### config.mk
export PLATFORM = sky130hd
export DESIGN_NAME = gf16_inv_masked_pipe
export DESIGN_NICKNAME = d
export VERILOG_FILES = /design/src/rtl/gf16_inv_masked_pipe.sv
export SDC_FILE = /design/constraint.sdc
export NUM_CORES = 1
export LEC_CHECK = 0
export ABC_AREA = 1
export BUFFER_PORTS_ARGS = -buffer_cell sky130_fd_sc_hd__buf_2
export CAP_MARGIN = 20
export CORE_ASPECT_RATIO = 0.6
export CORE_MARGIN = 5
export CORE_UTILIZATION = 53
export DETAILED_ROUTE_END_ITERATION = 12
export PLACE_DENSITY = 0.8
export SLEW_MARGIN = 20
export SYNTH_ARGS = -nofsm -noshare
export SYNTH_HDL_FRONTEND = slang
export SYNTH_SLANG_ARGS = --single-unit
### constraint.sdc
create_clock -name clk -period 2.2 [get_ports clk]
set_clock_uncertainty 0.1 [all_clocks]
set_input_delay 0.11 -clock clk [delete_from_list [all_inputs] [get_ports clk]]
set_output_delay 0.11 -clock clk [all_outputs]
set_load 0.01 [all_outputs]
### src/rtl/gf16_inv_masked_pipe.sv
// ============================================================================
// Module   : gf16_inv_masked_pipe
// Purpose  : 2-share DOM-masked GF(2^4) inversion (v^14), 2-stage valid/ready
//            pipeline. Define GF16INV_PRNG_EN to source randomness from an
//            internal 16-bit LFSR instead of the rnd port.
// Revision : 1.0 - initial release
// ============================================================================
`default_nettype none

module gf16_inv_masked_pipe #(
    parameter logic [15:0] PRNG_SEED = 16'hACE1
) (
    input  logic       clk,
    input  logic       rst,
    input  logic       in_valid,
    output logic       in_ready,
    input  logic [1:0] x,
    input  logic [1:0] y,
    input  logic [1:0] z,
    input  logic [1:0] t,
    input  logic [7:0] rnd,
    output logic       out_valid,
    input  logic       out_ready,
    output logic [3:0] inv_s0,
    output logic [3:0] inv_s1
);

    // Multiply modulo a^4+a+1 by shift-and-add.
    function automatic logic [3:0] gf_mul(input logic [3:0] a, input logic [3:0] b);
        logic [3:0] acc;
        logic [3:0] sh;
        acc = 4'h0;
        sh  = a;
        for (int i = 0; i < 4; i++) begin
            if (b[i]) acc = acc ^ sh;
            sh = {sh[2:0], 1'b0} ^ {2'b00, sh[3], sh[3]};
        end
        return acc;
    endfunction

    // Squaring is linear, so it is applied to each share independently.
    function automatic logic [3:0] gf_sq(input logic [3:0] a);
        return {a[3], a[1] ^ a[3], a[2], a[0] ^ a[2]};
    endfunction

    logic       w_adv1;
    logic       w_adv2;
    logic       w_cap1;
    logic       w_cap2;
    logic [7:0] w_rnd;

    logic       r_v1;
    logic       r_v2;
    logic [3:0] r_s1_dom0, r_s1_dom1, r_s1_crs0, r_s1_crs1;
    logic [3:0] r_s1_sq0, r_s1_sq1;
    logic [3:0] r_s2_dom0, r_s2_dom1, r_s2_crs0, r_s2_crs1;

    logic [3:0] w_v0, w_v1, w_sq0, w_sq1;
    logic [3:0] w_m0, w_m1, w_q0, w_q1;

    assign w_adv2   = !r_v2 || out_ready;
    assign w_adv1   = !r_v1 || w_adv2;
    assign w_cap1   = in_valid && w_adv1;
    assign w_cap2   = r_v1 && w_adv2;
    assign in_ready = w_adv1;
    assign out_valid = r_v2;

`ifdef GF16INV_PRNG_EN
    logic [15:0] r_lfsr;
    logic        w_fb;
    logic        w_unused_rnd;

    assign w_fb         = r_lfsr[0] ^ r_lfsr[2] ^ r_lfsr[3] ^ r_lfsr[5];
    assign w_rnd        = r_lfsr[7:0];
    assign w_unused_rnd = ^rnd;

    always_ff @(posedge clk) begin
        if (rst) begin
            r_lfsr <= PRNG_SEED;
        end else if (w_cap1 || w_cap2) begin
            r_lfsr <= {w_fb, r_lfsr[15:1]};
        end
    end
`else
    logic w_unused_seed;

    assign w_rnd         = rnd;
    assign w_unused_seed = ^PRNG_SEED;
`endif

    assign w_v0  = {t[0], z[0], y[0], x[0]};
    assign w_v1  = {t[1], z[1], y[1], x[1]};
    assign w_sq0 = gf_sq(w_v0);
    assign w_sq1 = gf_sq(w_v1);

    // Share compression happens only on registered terms, within one domain.
    assign w_m0 = r_s1_dom0 ^ r_s1_crs0;
    assign w_m1 = r_s1_dom1 ^ r_s1_crs1;
    assign w_q0 = gf_sq(gf_sq(w_m0));
    assign w_q1 = gf_sq(gf_sq(w_m1));

    assign inv_s0 = r_s2_dom0 ^ r_s2_crs0;
    assign inv_s1 = r_s2_dom1 ^ r_s2_crs1;

    always_ff @(posedge clk) begin
        if (rst) begin
            r_v1      <= 1'b0;
            r_v2      <= 1'b0;
            r_s1_dom0 <= 4'h0;
            r_s1_dom1 <= 4'h0;
            r_s1_crs0 <= 4'h0;
            r_s1_crs1 <= 4'h0;
            r_s1_sq0  <= 4'h0;
            r_s1_sq1  <= 4'h0;
            r_s2_dom0 <= 4'h0;
            r_s2_dom1 <= 4'h0;
            r_s2_crs0 <= 4'h0;
            r_s2_crs1 <= 4'h0;
        end else begin
            if (w_cap1) begin
                r_v1 <= 1'b1;
            end else if (w_cap2) begin
                r_v1 <= 1'b0;
            end

            if (w_cap2) begin
                r_v2 <= 1'b1;
            end else if (w_adv2) begin
                r_v2 <= 1'b0;
            end

            if (w_cap1) begin
                r_s1_dom0 <= gf_mul(w_v0, w_sq0);
                r_s1_dom1 <= gf_mul(w_v1, w_sq1);
                r_s1_crs0 <= gf_mul(w_v0, w_sq1) ^ w_rnd[3:0];
                r_s1_crs1 <= gf_mul(w_v1, w_sq0) ^ w_rnd[3:0];
                r_s1_sq0  <= w_sq0;
                r_s1_sq1  <= w_sq1;
            end

            if (w_cap2) begin
                r_s2_dom0 <= gf_mul(w_q0, r_s1_sq0);
                r_s2_dom1 <= gf_mul(w_q1, r_s1_sq1);
                r_s2_crs0 <= gf_mul(w_q0, r_s1_sq1) ^ w_rnd[7:4];
                r_s2_crs1 <= gf_mul(w_q1, r_s1_sq0) ^ w_rnd[7:4];
            end
        end
    end

endmodule

`default_nettype wire

# Word level (Yosys, flattened, before mapping)
# Cells that the tools add are included.
dict set report word_totals {
  out_inout_bits 10
  wordCells 168
  inputBits 20
  ff_bits 42
}
dict set report op_classes {
  mux 92
  n_bitwise 56
  n_reduce_logical 8
}
# op n
set ops {}
lappend ops {{two-way mux 4 bit} 88}
lappend ops {{bitwise XOR 4 bit} 32}
lappend ops {{bitwise XOR 4 x 2 -> 4 bit} 12}
lappend ops {{bitwise XOR 1 bit} 12}
lappend ops {{two-way mux 1 bit} 4}
lappend ops {{nonzero test 2 bit} 2}
lappend ops {{logical AND 1 bit} 2}
lappend ops {{logical NOT 1 bit} 2}
lappend ops {{logical OR 1 bit} 2}

# Logic depth before layout (Yosys ltp)
# Gate-level depths: netlist of run 1.
dict set report depth {
  ltp_word 19
  depth_mapped 16
  mapped_depth_nobuf 15
}

# Worst setup path after synthesis of run 1
# No wires, ideal clock.
dict set report synth_timing {
  path_kind {flip-flop to flip-flop}
  startpoint {register r_s1_dom1[3]}
  endpoint {register r_s2_crs1[2]}
  synth_period_minus_slack_ns 1.542
  arrival_ns 1.333
  n_path_buf 1
  required_ns 1.991
  stages_incl_launch_ff 16
  setup_time_ns 0.109
  path_slack_ns 0.658
  cell_sequence {dfxtp_1 > inv_1 > nand2_1 > nand2_4 > nand2_4 > nand2_4 > buf_6 > nand2_1 > nand2_1 > nand2_1 > nand2_1 > nand2_1 > nand2_1 > nand3_1 > nand2_1 > inv_1}
}
dict set report synth_between {
  elab_chain_cells 18
  word_cells_on_any_way 23
  classes_between {mux: 12; bitwise: 11}
}
# item line
set synth_rtl {}
lappend synth_rtl {{start, declared} 54} ;# logic [3:0] r_s1_dom0, r_s1_dom1, r_s1_crs0, r_s1_crs1;
lappend synth_rtl {{start signal, assigned} 134} ;# r_s1_dom1 <= gf_mul(w_v1, w_sq1);
lappend synth_rtl {{bitwise XOR 4 bit (*)} 98} ;# assign w_m1 = r_s1_dom1 ^ r_s1_crs1;
lappend synth_rtl {{bitwise XOR 1 bit} 43} ;# return {a[3], a[1] ^ a[3], a[2], a[0] ^ a[2]};
lappend synth_rtl {{two-way mux 4 bit} 35} ;# if (b[i]) acc = acc ^ sh;
lappend synth_rtl {{two-way mux 4 bit} 141} ;# if (w_cap2) begin
lappend synth_rtl {{two-way mux 4 bit} 106} ;# if (rst) begin
lappend synth_rtl {{bitwise XOR 4 bit} 35}
lappend synth_rtl {{two-way mux 4 bit} 35}
lappend synth_rtl {{two-way mux 4 bit} 141}
lappend synth_rtl {{(+2 left out)} -}
lappend synth_rtl {{two-way mux 4 bit} 35}
lappend synth_rtl {{two-way mux 4 bit} 141}
lappend synth_rtl {{two-way mux 4 bit} 106}
lappend synth_rtl {{bitwise XOR 4 bit} 35}
lappend synth_rtl {{two-way mux 4 bit (*)} 35}
lappend synth_rtl {{two-way mux 4 bit (*)} 141}
lappend synth_rtl {{two-way mux 4 bit (*)} 106}
lappend synth_rtl {{bitwise XOR 4 bit (*)} 145} ;# r_s2_crs1 <= gf_mul(w_q1, r_s1_sq0) ^ w_rnd[7:4];
lappend synth_rtl {{end signal, assigned} 145}
lappend synth_rtl {{end, declared} 56} ;# logic [3:0] r_s2_dom0, r_s2_dom1, r_s2_crs0, r_s2_crs1;
# Every way passes the cells marked *; elsewhere a longest branch is shown, timed or not. The select of a mux whose other input is x is not followed.
# A chain may end at the register's enable or synchronous reset.

# Final worst setup path of run 1
dict set report layout_timing {
  startpoint {register r_s1_crs1[3]}
  endpoint {register r_s2_crs1[1]}
}
dict set report layout_between {
  elab_chain_cells 18
  word_cells_on_any_way 23
  classes_between {mux: 12; bitwise: 11}
}
# item line
set layout_rtl {}
lappend layout_rtl {{start, declared} 54}
lappend layout_rtl {{start signal, assigned} 136} ;# r_s1_crs1 <= gf_mul(w_v1, w_sq0) ^ w_rnd[3:0];
lappend layout_rtl {{bitwise XOR 4 bit (*)} 98}
lappend layout_rtl {{bitwise XOR 1 bit} 43}
lappend layout_rtl {{two-way mux 4 bit} 35}
lappend layout_rtl {{two-way mux 4 bit} 141}
lappend layout_rtl {{two-way mux 4 bit} 106}
lappend layout_rtl {{bitwise XOR 4 bit} 35}
lappend layout_rtl {{two-way mux 4 bit} 35}
lappend layout_rtl {{two-way mux 4 bit} 141}
lappend layout_rtl {{(+2 left out)} -}
lappend layout_rtl {{two-way mux 4 bit} 35}
lappend layout_rtl {{two-way mux 4 bit} 141}
lappend layout_rtl {{two-way mux 4 bit} 106}
lappend layout_rtl {{bitwise XOR 4 bit} 35}
lappend layout_rtl {{two-way mux 4 bit (*)} 35}
lappend layout_rtl {{two-way mux 4 bit (*)} 141}
lappend layout_rtl {{two-way mux 4 bit (*)} 106}
lappend layout_rtl {{bitwise XOR 4 bit (*)} 145}
# Marks and branches as above.

==> results of run 1 <==
-- routing by layer --
metal / wire (um) / vias up
li1: - / 2216
met1: 4963 / 1935
met2: 4474 / 178
met3: 897 / 41
met4: 237 / 0
met5: 0 / -
-- flip-flops by register name, indices dropped and copies added (netlist names) --
| name | cells |
|---|---|
| r_s1_crs0 | 4 |
| r_s1_crs1 | 4 |
| r_s1_dom0 | 4 |
| r_s1_dom1 | 4 |
| r_s1_sq0 | 4 |
| r_s1_sq1 | 4 |
| r_s2_crs0 | 4 |
| r_s2_crs1 | 4 |
| r_s2_dom0 | 4 |
| r_s2_dom1 | 4 |
| out_valid | 1 |
| r_v1 | 1 |
-- critical path: cells and delay by family (launching register included) --
kind / cells / cell delay, ps
buf+inv: 3 / 160
flops: 1 / 400
simple gates: 10 / 1160
-- layout by cell type, fill, tap and decap left out, types with 5 or more instances in the layout --
master and count:
sky130_fd_sc_hd__inv_2 5, sky130_fd_sc_hd__dfxtp_1 42, sky130_fd_sc_hd__nand4_1 9, sky130_fd_sc_hd__inv_1 89
sky130_fd_sc_hd__xor2_1 35, sky130_fd_sc_hd__xnor2_1 14, sky130_fd_sc_hd__nand2_4 6, sky130_fd_sc_hd__a21oi_1 19
sky130_fd_sc_hd__o211ai_1 9, sky130_fd_sc_hd__nand3_1 57, sky130_fd_sc_hd__nand2_1 261, sky130_fd_sc_hd__buf_2 29
sky130_fd_sc_hd__nor2_1 58, sky130_fd_sc_hd__buf_4 7, sky130_fd_sc_hd__clkbuf_16 5, sky130_fd_sc_hd__o21ai_0 29
sky130_fd_sc_hd__nand2_2 14, sky130_fd_sc_hd__nand3b_1 10
-- worst paths after layout --
| check | start | end | slack (ps) | cells after the start |
|---|---|---|---|---|
| setup / recovery | r_s1_crs1[3]$_SDFFE_PP0P_ | r_s2_crs1[1]$_SDFFE_PP0P_ | 290 | 13 |
| hold / removal | out_ready | out_valid$_SDFFE_PP0P_ | 4 | 4 |
| setup reg to reg | r_s1_crs1[3]$_SDFFE_PP0P_ | r_s2_crs1[1]$_SDFFE_PP0P_ | 290 | 13 |
| hold reg to reg | r_v1$_SDFFE_PP0P_ | out_valid$_SDFFE_PP0P_ | 400 | 2 |
-- power groups by stage --
| stage | Clock (W) | Combinational [W] | Sequential [W] |
|---|---|---|---|
| after floorplan | 0 | 0.000964 | 0.000888 |
| after detailed placement | 0 | 0.00120 | 0.000910 |
| after global placement | 0 | 0.00116 | 0.000907 |
| after CTS | 0.000739 | 0.00121 | 0.000893 |
| final | 0.000724 | 0.00123 | 0.000894 |
| after global routing | 0.000780 | 0.00138 | 0.000904 |
-- stage by stage --
| step | std cells | power, W | instance area [um^2] | hold WS (ps) | setup slack [ps] |
|---|---|---|---|---|---|
| floorplan | 701 | 0.001852 | 4044 | 207.0 | 658.2 |
| global placement | 818 | 0.002063 | 4250 | 297.0 | 396.6 |
| detailed placement | 818 | 0.002107 | 4250 | 313.8 | 348.0 |
| CTS | 825 | 0.002838 | 4390 | 7.571 | 326.3 |
| global route | 825 | 0.003065 | 4390 | 29.90 | 116.7 |
| finish | 825 | 0.002845 | 4390 | 3.963 | 288.8 |
-- cell families after synthesis --
group | after synthesis | synth area share
simple gates | 424 | 0.4567
buf+inv | 117 | 0.1173
compound gates | 63 | 0.08818
fa+ha+maj | 2 | 0.006187
xor+xnor | 53 | 0.1238
flops | 42 | 0.2079
-- final cells by class --
cell class	instances	area [um^2]
Sequential cell	42	840.8
Timing Repair Buffer	36	197.7
Fill cell	715	2967
Clock inverter	2	15.01
Multi-Input combinational cell	542	2729
Clock buffer	5	125.1
Tap cell	104	130.1
Inverter	94	352.8
==> report_table.html, run 1 <==
<table>
<tr><th>Metric</th><th>Value</th></tr>
<tr><th colspan="2">Run status</th></tr>
<tr><td>Result of the run</td><td>finished, final reports clean</td></tr>
<tr><th colspan="2">Power and ir drop</th></tr>
<tr><td>Switching fraction of total power</td><td>0.4170</td></tr>
<tr><td>Share of power burned in registers</td><td>0.314</td></tr>
<tr><td>Worst-case vdd ir drop</td><td>approximately 0.00034 V</td></tr>
<tr><td>Power density cells</td><td>648.1 mW/mm^2</td></tr>
<tr><td>Internal Power</td><td>0.001659 W</td></tr>
<tr><td>Combinational power share</td><td>0.431</td></tr>
<tr><td>Leakage power summed over all cells</td><td>2.370 nW</td></tr>
<tr><td>Net load switching power</td><td>0.001187 W</td></tr>
<tr><td>Fraction of power consumed by the clock network</td><td>0.254</td></tr>
<tr><th colspan="2">Route</th></tr>
<tr><td>Final routed wirelength across all metal layers</td><td>10570 um</td></tr>
<tr><td>Routed Antenna Nets</td><td>0</td></tr>
<tr><td>Routed WL per cell</td><td>12.81 um</td></tr>
<tr><td>Average vias per placed instance</td><td>5.297</td></tr>
<tr><td>Drt pass-1 iters</td><td>5</td></tr>
<tr><td>Post-route DRC</td><td>0</td></tr>
<tr><td>First DRT Iteration DRCs</td><td>450</td></tr>
<tr><td>Via count</td><td>4370</td></tr>
<tr><th colspan="2">Clock tree</th></tr>
<tr><td>Clock transition at the registers of the reported paths</td><td>60 ps</td></tr>
<tr><td>TritonCTS Buffers</td><td>5</td></tr>
<tr><td>CTS tree</td><td>done</td></tr>
<tr><td>Resized cells post-CTS</td><td>0</td></tr>
<tr><td>Clock latency reported for the late side of the worst-skew pair</td><td>just under 300 ps</td></tr>
<tr><td>Hold-fix buffers, CTS</td><td>0</td></tr>
<tr><td># clock sinks</td><td>42</td></tr>
<tr><td>Maximum number of buffers from clock root to sink</td><td>2</td></tr>
<tr><td>Root buffer cell</td><td>sky130_fd_sc_hd__clkbuf_16</td></tr>
<tr><td>Number of setup buffers added after CTS</td><td>0</td></tr>
<tr><td>H-Tree Depth</td><td>2</td></tr>
<tr><th colspan="2">Setup path</th></tr>
<tr><td>CP max-delay cell</td><td>sky130_fd_sc_hd__dfxtp_1</td></tr>
<tr><td>Maximum fanout along the worst path</td><td>13</td></tr>
<tr><td>Delay of the slowest critical-path stage</td><td>400 ps</td></tr>
<tr><td>Crit-path cells</td><td>inv_1, nand2_1, nand2_1, nand2_1, nand2_4, nand2_1, nand3_2, nand3_1, inv_1, nand2_1, nand3_1, nand2_1, inv_1</td></tr>
<tr><td>Kind of start point of the critical path</td><td>flip-flop</td></tr>
<tr><td>Type of the setup path with the least slack</td><td>reg -&gt; reg</td></tr>
<tr><td>Sort of element at the end of the critical path</td><td>flip-flop</td></tr>
<tr><td>Data arrival time at the worst-slack endpoint</td><td>roughly 2000 ps</td></tr>
<tr><td>Cell mode on critical path</td><td>sky130_fd_sc_hd__nand2_1</td></tr>
<tr><td>Data required time at the worst endpoint</td><td>2290 ps</td></tr>
<tr><th colspan="2">Layout</th></tr>
<tr><td>Area delta synth-&gt;final</td><td>8.571%</td></tr>
<tr><td>Number of nets in the layout</td><td>743</td></tr>
<tr><td>Diode count</td><td>0</td></tr>
<tr><td>Fraction of the core area covered by cells at the end of the flow</td><td>0.5968</td></tr>
<tr><td>Share of layout cells above drive strength 1</td><td>0.1096</td></tr>
<tr><th colspan="2">Synth</th></tr>
<tr><td>Gate count of the mapped netlist</td><td>701</td></tr>
<tr><td>Dominant cell by count in the synthesized netlist</td><td>sky130_fd_sc_hd__nand2_1</td></tr>
<tr><td>Total nets after synthesis</td><td>723</td></tr>
<tr><td>Top cells by instance count after synthesis</td><td>sky130_fd_sc_hd__nand2_1 (261), sky130_fd_sc_hd__inv_1 (89), sky130_fd_sc_hd__nor2_1 (58)</td></tr>
<tr><td>Count of yosys warnings during synthesis</td><td>0</td></tr>
<tr><td>Post-synthesis average cell area</td><td>5.769 um^2</td></tr>
<tr><td>Biggest area contributors in the synthesized netlist</td><td>sky130_fd_sc_hd__nand2_1 (24%), sky130_fd_sc_hd__dfxtp_1 (21%), sky130_fd_sc_hd__inv_1 (8.3%)</td></tr>
<tr><td>Largest area contributor in the synthesized netlist</td><td>sky130_fd_sc_hd__nand2_1</td></tr>
<tr><td>Netlist area before placement</td><td>0.004044 mm^2</td></tr>
<tr><td>Asr flop ratio synth</td><td>0</td></tr>
<tr><td>Leading register cell type out of synthesis</td><td>sky130_fd_sc_hd__dfxtp_1</td></tr>
<tr><td>Count of state elements after synthesis</td><td>42</td></tr>
<tr><td>Library cells used by synthesis</td><td>32</td></tr>
<tr><td>Post-synth top area share</td><td>0.2423</td></tr>
<tr><td>Seq/Total Area, Yosys</td><td>0.2079</td></tr>
<tr><td>Number of enable flip-flop cells after synthesis</td><td>0</td></tr>
<tr><th colspan="2">Timing</th></tr>
<tr><td>Slew @ Worst Pin</td><td>around 770 ps</td></tr>
<tr><td>Worst max-slew margin expressed relative to the limit</td><td>0.4849</td></tr>
<tr><td>Setup total negative slack</td><td>0 ps</td></tr>
<tr><td>Tmin final</td><td>between 1500 and 2000 ps</td></tr>
<tr><td>RSZ-0062 raised after global routing</td><td>false</td></tr>
<tr><td>Count of final max-slew check failures</td><td>0</td></tr>
<tr><td>Max Freq</td><td>0.5232 GHz</td></tr>
<tr><td>Final setup violation count</td><td>0</td></tr>
<tr><td>Total count of hold-check failures in the final report</td><td>0</td></tr>
<tr><td>Final period util</td><td>0.8687</td></tr>
<tr><th colspan="2">Placement</th></tr>
<tr><td>Dpl hpwl</td><td>8162 um</td></tr>
<tr><td>Final weighted congestion of routability-driven global placement</td><td>1.026</td></tr>
<tr><td>Count of port buffers added during placement</td><td>29</td></tr>
<tr><th colspan="2">Global routing</th></tr>
<tr><td>Global-route usage over all layers</td><td>0.2315</td></tr>
<tr><td>Antenna violations before repair</td><td>0</td></tr>
<tr><td>Met2 usage</td><td>0.3553</td></tr>
<tr><td>Met1 Usage GRT</td><td>0.3208</td></tr>
<tr><td>Wire length of the first global-routing pass</td><td>18240 um</td></tr>
<tr><td>Overflow after GRT</td><td>0</td></tr>
<tr><td>Number of global-route vias before repair</td><td>4059</td></tr>
<tr><td>Busiest grt layer</td><td>met2</td></tr>
<tr><td>Fraction of met3 tracks used by global routing</td><td>0.05523</td></tr>
<tr><td>Maximum number of pins on one net before global-route repair</td><td>33</td></tr>
<tr><th colspan="2">Die</th></tr>
<tr><td>Starting utilization of the core area</td><td>0.5497</td></tr>
<tr><td>Die outline area</td><td>0.009534 mm^2</td></tr>
<tr><td>Vertical extent of the die</td><td>a little under 80 um</td></tr>
<tr><td>Count of pins on the block boundary</td><td>30</td></tr>
<tr><td>Horizontal die dimension</td><td>122.8 um</td></tr>
<tr><td>Core Area</td><td>around 0.0074 mm^2</td></tr>
<tr><td>Placement Rows</td><td>24</td></tr>
<tr><th colspan="2">Worst hold path</th></tr>
<tr><td>Type of the tightest min-delay check</td><td>in -&gt; reg</td></tr>
<tr><th colspan="2">Run</th></tr>
<tr><td>Max cap viols</td><td>0</td></tr>
</table>
(Power assumes the default switching activity.)
==> run 2, diff against run 1 <==
ABC_AREA = 0   (was 1)
==> run 2 against run 1 <==
Register-to-register slack got worse by 210 ps; fmax is 9.8% lower; first-iteration DRC count shrank 9.3%; clock-buffer cell count unchanged.
==> report_table.html, run 2 <==
<table>
<tr><th>Metric</th><th>Value</th></tr>
<tr><th colspan="2">Power and ir drop</th></tr>
<tr><td>Share of power burned in registers</td><td>0.261 (was 0.314)</td></tr>
<tr><td>Leakage power summed over all cells</td><td>1.963 nW (was 2.370 nW)</td></tr>
<tr><td>Fraction of power consumed by the clock network</td><td>0.275 (was 0.254)</td></tr>
<tr><td>Switching fraction of total power</td><td>0.3666 (was 0.4170)</td></tr>
<tr><td>Net load switching power</td><td>0.001311 W (was 0.001187 W)</td></tr>
<tr><td>Combinational power share</td><td>0.463 (was 0.431)</td></tr>
<tr><td>Post-layout total power</td><td>0.003577 W (was 0.002845 W)</td></tr>
<tr><td>Power density cells</td><td>753.6 mW/mm^2 (was 648.1 mW/mm^2)</td></tr>
<tr><td>Internal Power</td><td>0.002266 W (was 0.001659 W)</td></tr>
<tr><td>Worst-case vdd ir drop</td><td>0.0003622 V (was 0.0003431 V)</td></tr>
<tr><th colspan="2">Synth</th></tr>
<tr><td>Biggest area contributors in the synthesized netlist</td><td>sky130_fd_sc_hd__dfxtp_1 (21%), sky130_fd_sc_hd__xnor2_1 (9.8%), sky130_fd_sc_hd__nand2_1 (6.4%) (was sky130_fd_sc_hd__nand2_1 (24%), sky130_fd_sc_hd__dfxtp_1 (21%), sky130_fd_sc_hd__inv_1 (8.3%))</td></tr>
<tr><td>Library cells used by synthesis</td><td>60 (was 32)</td></tr>
<tr><td>Count of state elements after synthesis</td><td>42 (unchanged)</td></tr>
<tr><td>Number of enable flip-flop cells after synthesis</td><td>0 (unchanged)</td></tr>
<tr><td>Dominant cell by count in the synthesized netlist</td><td>sky130_fd_sc_hd__nand2_1 (unchanged)</td></tr>
<tr><td>Post-synthesis average cell area</td><td>7.443 um^2 (was 5.769 um^2)</td></tr>
<tr><td>Netlist area before placement</td><td>0.003945 mm^2 (was 0.004044 mm^2)</td></tr>
<tr><td>Gate count of the mapped netlist</td><td>530 (was 701)</td></tr>
<tr><td>Asr flop ratio synth</td><td>0 (unchanged)</td></tr>
<tr><td>Seq/Total Area, Yosys</td><td>0.2131 (was 0.2079)</td></tr>
<tr><td>Count of yosys warnings during synthesis</td><td>0 (unchanged)</td></tr>
<tr><td>Leading register cell type out of synthesis</td><td>sky130_fd_sc_hd__dfxtp_1 (unchanged)</td></tr>
<tr><td>Post-synth top area share</td><td>0.2131 (was 0.2423)</td></tr>
<tr><td>Largest area contributor in the synthesized netlist</td><td>sky130_fd_sc_hd__dfxtp_1 (was sky130_fd_sc_hd__nand2_1)</td></tr>
<tr><td>Total nets after synthesis</td><td>552 (was 723)</td></tr>
<tr><td>Top cells by instance count after synthesis</td><td>sky130_fd_sc_hd__nand2_1 (67), sky130_fd_sc_hd__xnor2_1 (44), sky130_fd_sc_hd__dfxtp_1 (42) (was sky130_fd_sc_hd__nand2_1 (261), sky130_fd_sc_hd__inv_1 (89), sky130_fd_sc_hd__nor2_1 (58))</td></tr>
<tr><th colspan="2">Setup path</th></tr>
<tr><td>Data arrival time at the worst-slack endpoint</td><td>2210 ps (was 2000 ps)</td></tr>
<tr><td>CP max-delay cell</td><td>sky130_fd_sc_hd__dfxtp_4 (was sky130_fd_sc_hd__dfxtp_1)</td></tr>
<tr><td>Internal reg-to-reg setup slack</td><td>80 ps (was 290 ps)</td></tr>
<tr><td>Crit-path cells</td><td>xnor2_4, buf_4, xnor2_1, buf_4, nand2b_4, xnor3_1, and3_1, a311o_1 (was inv_1, nand2_1, nand2_1, nand2_1, nand2_4, nand2_1, nand3_2, nand3_1, inv_1, nand2_1, nand3_1, nand2_1, inv_1)</td></tr>
<tr><td>Sort of element at the end of the critical path</td><td>flip-flop (unchanged)</td></tr>
<tr><td>Maximum fanout along the worst path</td><td>5 (was 13)</td></tr>
<tr><td>Delay of the slowest critical-path stage</td><td>370 ps (was 400 ps)</td></tr>
<tr><td>Kind of start point of the critical path</td><td>flip-flop (unchanged)</td></tr>
<tr><td>Type of the setup path with the least slack</td><td>reg -&gt; reg (unchanged)</td></tr>
<tr><td>Data required time at the worst endpoint</td><td>2290 ps (about the same)</td></tr>
<tr><td>Cell mode on critical path</td><td>sky130_fd_sc_hd__buf_4 (was sky130_fd_sc_hd__nand2_1)</td></tr>
<tr><th colspan="2">Route</th></tr>
<tr><td>Met3 Wirelength</td><td>1099 um (was 897 um)</td></tr>
<tr><td>Routed WL per cell</td><td>16.60 um (was 12.81 um)</td></tr>
<tr><td>Routed Antenna Nets</td><td>0 (unchanged)</td></tr>
<tr><td>Drt pass-1 iters</td><td>5 (unchanged)</td></tr>
<tr><td>Top sig layer</td><td>met4 (unchanged)</td></tr>
<tr><td>Total routed wire length on the met1 layer</td><td>5210 um (was 4963 um)</td></tr>
<tr><td>Post-route DRC</td><td>0 (unchanged)</td></tr>
<tr><td>Via count</td><td>4218 (was 4370)</td></tr>
<tr><td>First DRT Iteration DRCs</td><td>408 (was 450)</td></tr>
<tr><td>Detail Route met2 WL</td><td>4800 um (was 4474 um)</td></tr>
<tr><td>Final routed wirelength across all metal layers</td><td>11290 um (was 10570 um)</td></tr>
<tr><td>Average vias per placed instance</td><td>6.203 (was 5.297)</td></tr>
<tr><th colspan="2">Clock tree</th></tr>
<tr><td>CTS tree</td><td>done (unchanged)</td></tr>
<tr><td>TritonCTS Buffers</td><td>5 (unchanged)</td></tr>
<tr><td>Clock transition at the registers of the reported paths</td><td>70 ps (was 60 ps)</td></tr>
<tr><td>Maximum number of buffers from clock root to sink</td><td>2 (unchanged)</td></tr>
<tr><td>Clock latency reported for the late side of the worst-skew pair</td><td>300 ps (was 290 ps)</td></tr>
<tr><td># clock sinks</td><td>42 (unchanged)</td></tr>
<tr><td>H-Tree Depth</td><td>2 (unchanged)</td></tr>
<tr><td>Root buffer cell</td><td>sky130_fd_sc_hd__clkbuf_16 (unchanged)</td></tr>
<tr><th colspan="2">Timing</th></tr>
<tr><td>Slew @ Worst Pin</td><td>712.8 ps (was 771.8 ps)</td></tr>
<tr><td>Tmin final</td><td>2118 ps (was 1911 ps)</td></tr>
<tr><td>Setup total negative slack</td><td>0 ps (unchanged)</td></tr>
<tr><td>Final setup violation count</td><td>0 (unchanged)</td></tr>
<tr><td>Total count of hold-check failures in the final report</td><td>0 (unchanged)</td></tr>
<tr><td>Final period util</td><td>0.9626 (was 0.8687)</td></tr>
<tr><td>Max Freq</td><td>0.4722 GHz (was 0.5232 GHz)</td></tr>
<tr><td>Count of final max-slew check failures</td><td>0 (unchanged)</td></tr>
<tr><td>Worst max-slew margin expressed relative to the limit</td><td>0.5242 (was 0.4849)</td></tr>
<tr><th colspan="2">Layout</th></tr>
<tr><td>Filler cell count in the final layout</td><td>622 (was 715)</td></tr>
<tr><td>Multi-input gate area</td><td>0.002977 mm^2 (was 0.002729 mm^2)</td></tr>
<tr><td>Leading cell type in the layout, fill and taps excluded</td><td>sky130_fd_sc_hd__nand2_1 (unchanged)</td></tr>
<tr><td>Final instance count without filler cells</td><td>680 (was 825)</td></tr>
<tr><td>Most frequent cells in the layout</td><td>sky130_fd_sc_hd__nand2_1 (64), sky130_fd_sc_hd__buf_4 (49), sky130_fd_sc_hd__xnor2_1 (40), sky130_fd_sc_hd__nor2_1 (38), sky130_fd_sc_hd__dfxtp_1 (38) (was sky130_fd_sc_hd__nand2_1 (261), sky130_fd_sc_hd__inv_1 (89), sky130_fd_sc_hd__nor2_1 (58), sky130_fd_sc_hd__nand3_1 (57), sky130_fd_sc_hd__dfxtp_1 (42))</td></tr>
<tr><td>Share of layout cells above drive strength 1</td><td>0.1979 (was 0.1096)</td></tr>
<tr><td>Area delta synth-&gt;final</td><td>20.33% (was 8.571%)</td></tr>
<tr><td>Total non-filler cell area in the finished layout</td><td>0.004747 mm^2 (was 0.004390 mm^2)</td></tr>
<tr><td>FF/Latch Area</td><td>848.3 um^2 (was 840.8 um^2)</td></tr>
<tr><td>Diode count</td><td>0 (unchanged)</td></tr>
<tr><td>Number of nets in the layout</td><td>597 (was 743)</td></tr>
<tr><th colspan="2">Global routing</th></tr>
<tr><td>Global-route usage over all layers</td><td>0.2299 (was 0.2315)</td></tr>
<tr><td>Wire length of the first global-routing pass</td><td>17490 um (was 18240 um)</td></tr>
<tr><td>Number of global-route vias before repair</td><td>3596 (was 4059)</td></tr>
<tr><td>Maximum number of pins on one net before global-route repair</td><td>27 (was 33)</td></tr>
<tr><td>Antenna violations before repair</td><td>0 (unchanged)</td></tr>
<tr><td>Overflow after GRT</td><td>0 (unchanged)</td></tr>
<tr><th colspan="2">Die</th></tr>
<tr><td>Count of pins on the block boundary</td><td>30 (unchanged)</td></tr>
<tr><td>Core Area</td><td>0.007267 mm^2 (was 0.007357 mm^2)</td></tr>
<tr><td>Starting utilization of the core area</td><td>0.5429 (was 0.5497)</td></tr>
<tr><td>Horizontal die dimension</td><td>121.4 um (was 122.8 um)</td></tr>
<tr><td>Vertical extent of the die</td><td>76.83 um (was 77.66 um)</td></tr>
<tr><td>Die outline area</td><td>0.009326 mm^2 (was 0.009534 mm^2)</td></tr>
<tr><td>Placement Rows</td><td>24 (unchanged)</td></tr>
<tr><th colspan="2">Run status</th></tr>
<tr><td>Result of the run</td><td>finished, final reports clean (unchanged)</td></tr>
<tr><th colspan="2">Placement</th></tr>
<tr><td>Dpl hpwl</td><td>8204 um (was 8162 um)</td></tr>
<tr><td>Post-Place Cells</td><td>658 (was 818)</td></tr>
<tr><td>Cell area after placement</td><td>0.004344 mm^2 (was 0.004250 mm^2)</td></tr>
<tr><td>Count of port buffers added during placement</td><td>29 (unchanged)</td></tr>
<tr><td>Final weighted congestion of routability-driven global placement</td><td>0.9481 (was 1.026)</td></tr>
<tr><th colspan="2">Run</th></tr>
<tr><td>Max cap viols</td><td>0 (unchanged)</td></tr>
<tr><th colspan="2">Worst hold path</th></tr>
<tr><td>Type of the tightest min-delay check</td><td>in -&gt; reg (unchanged)</td></tr>
</table>
[run 2: cell types whose count changed after synthesis, sizes merged, moves of 9 or more]
cell / change
nor2b: +11
nand3b: -11
nor2: -23
nand2: -213
buf: -11
nor3: +20
clkbuf: +31
xor2: -12
inv: -84
o22ai: +9
xnor2: +34
nand3: -35
a211oi: +13
mux2i: +17
[run 2: kinds of logic (layout without fill, tap and decap cells)]
logic type / count (synthesis) / after routing / synth area share
and+or+nand+nor: 190 / 190 / 0.2217
AOI/OAI and AO/OA: 141 / 141 / 0.2385
xor gates and xnor gates: 80 / 80 / 0.2150
buffers and inverters: 54 / 100 / 0.05138
DFF: 42 / 42 / 0.2131
muxes: 19 / 19 / 0.04884
adders and majority gates: 4 / 4 / 0.01142
[run 2: area by class of cell]
type / instances / share of cell area
clock inverter: 3 / 0.01450
multi-input combinational: 434 / 0.6270
inverter: 11 / 0.009489
timing repair buffer: 81 / 0.1165
sequential: 42 / 0.1787
clock buffer: 5 / 0.02636
tap: 104 / 0.02741
[run 2: final timing paths]
check | startpoint | end | cells past startpoint
worst max-delay path | r_s1_dom0[1]$_SDFFE_PP0P_ | r_s2_crs0[2]$_SDFFE_PP0P_ | 8
worst min-delay path | out_ready | out_valid$_SDFFE_PP0P_ | 4
worst max register to register | r_s1_dom0[1]$_SDFFE_PP0P_ | r_s2_crs0[2]$_SDFFE_PP0P_ | 8
worst min register to register | r_s1_crs0[0]$_SDFFE_PP0P_ | r_s1_crs0[0]$_SDFFE_PP0P_ | 2
[run 2: stage by stage]
stage | utilization | worst slack (ps) | hold slack (ps)
2_1_floorplan | - | 20.43 | 127.4
3_3_place_gp | 0.5978 | 102.9 | 237.3
3_5_place_dp | 0.5978 | 31.00 | 272.8
4_1_cts | 0.6272 | 19.99 | 32.95
5_1_grt | 0.6532 | -12.81 | 56.62
6_report | 0.6532 | 82.20 | 49.09
[run 2: worst max-delay path, delay by kind of cell (launching register included)]
kind	cells	cell delay [ps]
AO/OA/AOI/OAI	1	310
XOR/XNOR	3	620
buffers and inverters	2	310
AND/OR/NAND/NOR	2	310
flip-flops	1	370
[run 2: per-layer routing]
layer | GRT usage | vias to the layer above
li1 | - | 1995
met1 | 0.3416 | 1979
met2 | 0.3256 | 219
met3 | 0.05882 | 25
met4 | 0.06376 | 0
met5 | 0 | -
[run 2: repair_timing]
action                     in CTS  in global routing
hold buffers                    2                  0
hold endpoints to repair        2                  0
buffers inserted                0                 12
setup endpoints to repair       0                  8
resized for setup               0                 17
[run 2: power groups by stage]
stage | Sequential [W] | Combinational [W] | Clock [W]
2_1_floorplan | 0.000913 | 0.00107 | 0
3_3_place_gp | 0.000936 | 0.00143 | 0
3_5_place_dp | 0.000940 | 0.00148 | 0
4_1_cts | 0.000923 | 0.00149 | 0.000995
5_1_grt | 0.000944 | 0.00179 | 0.00103
6_report | 0.000935 | 0.00166 | 0.000985
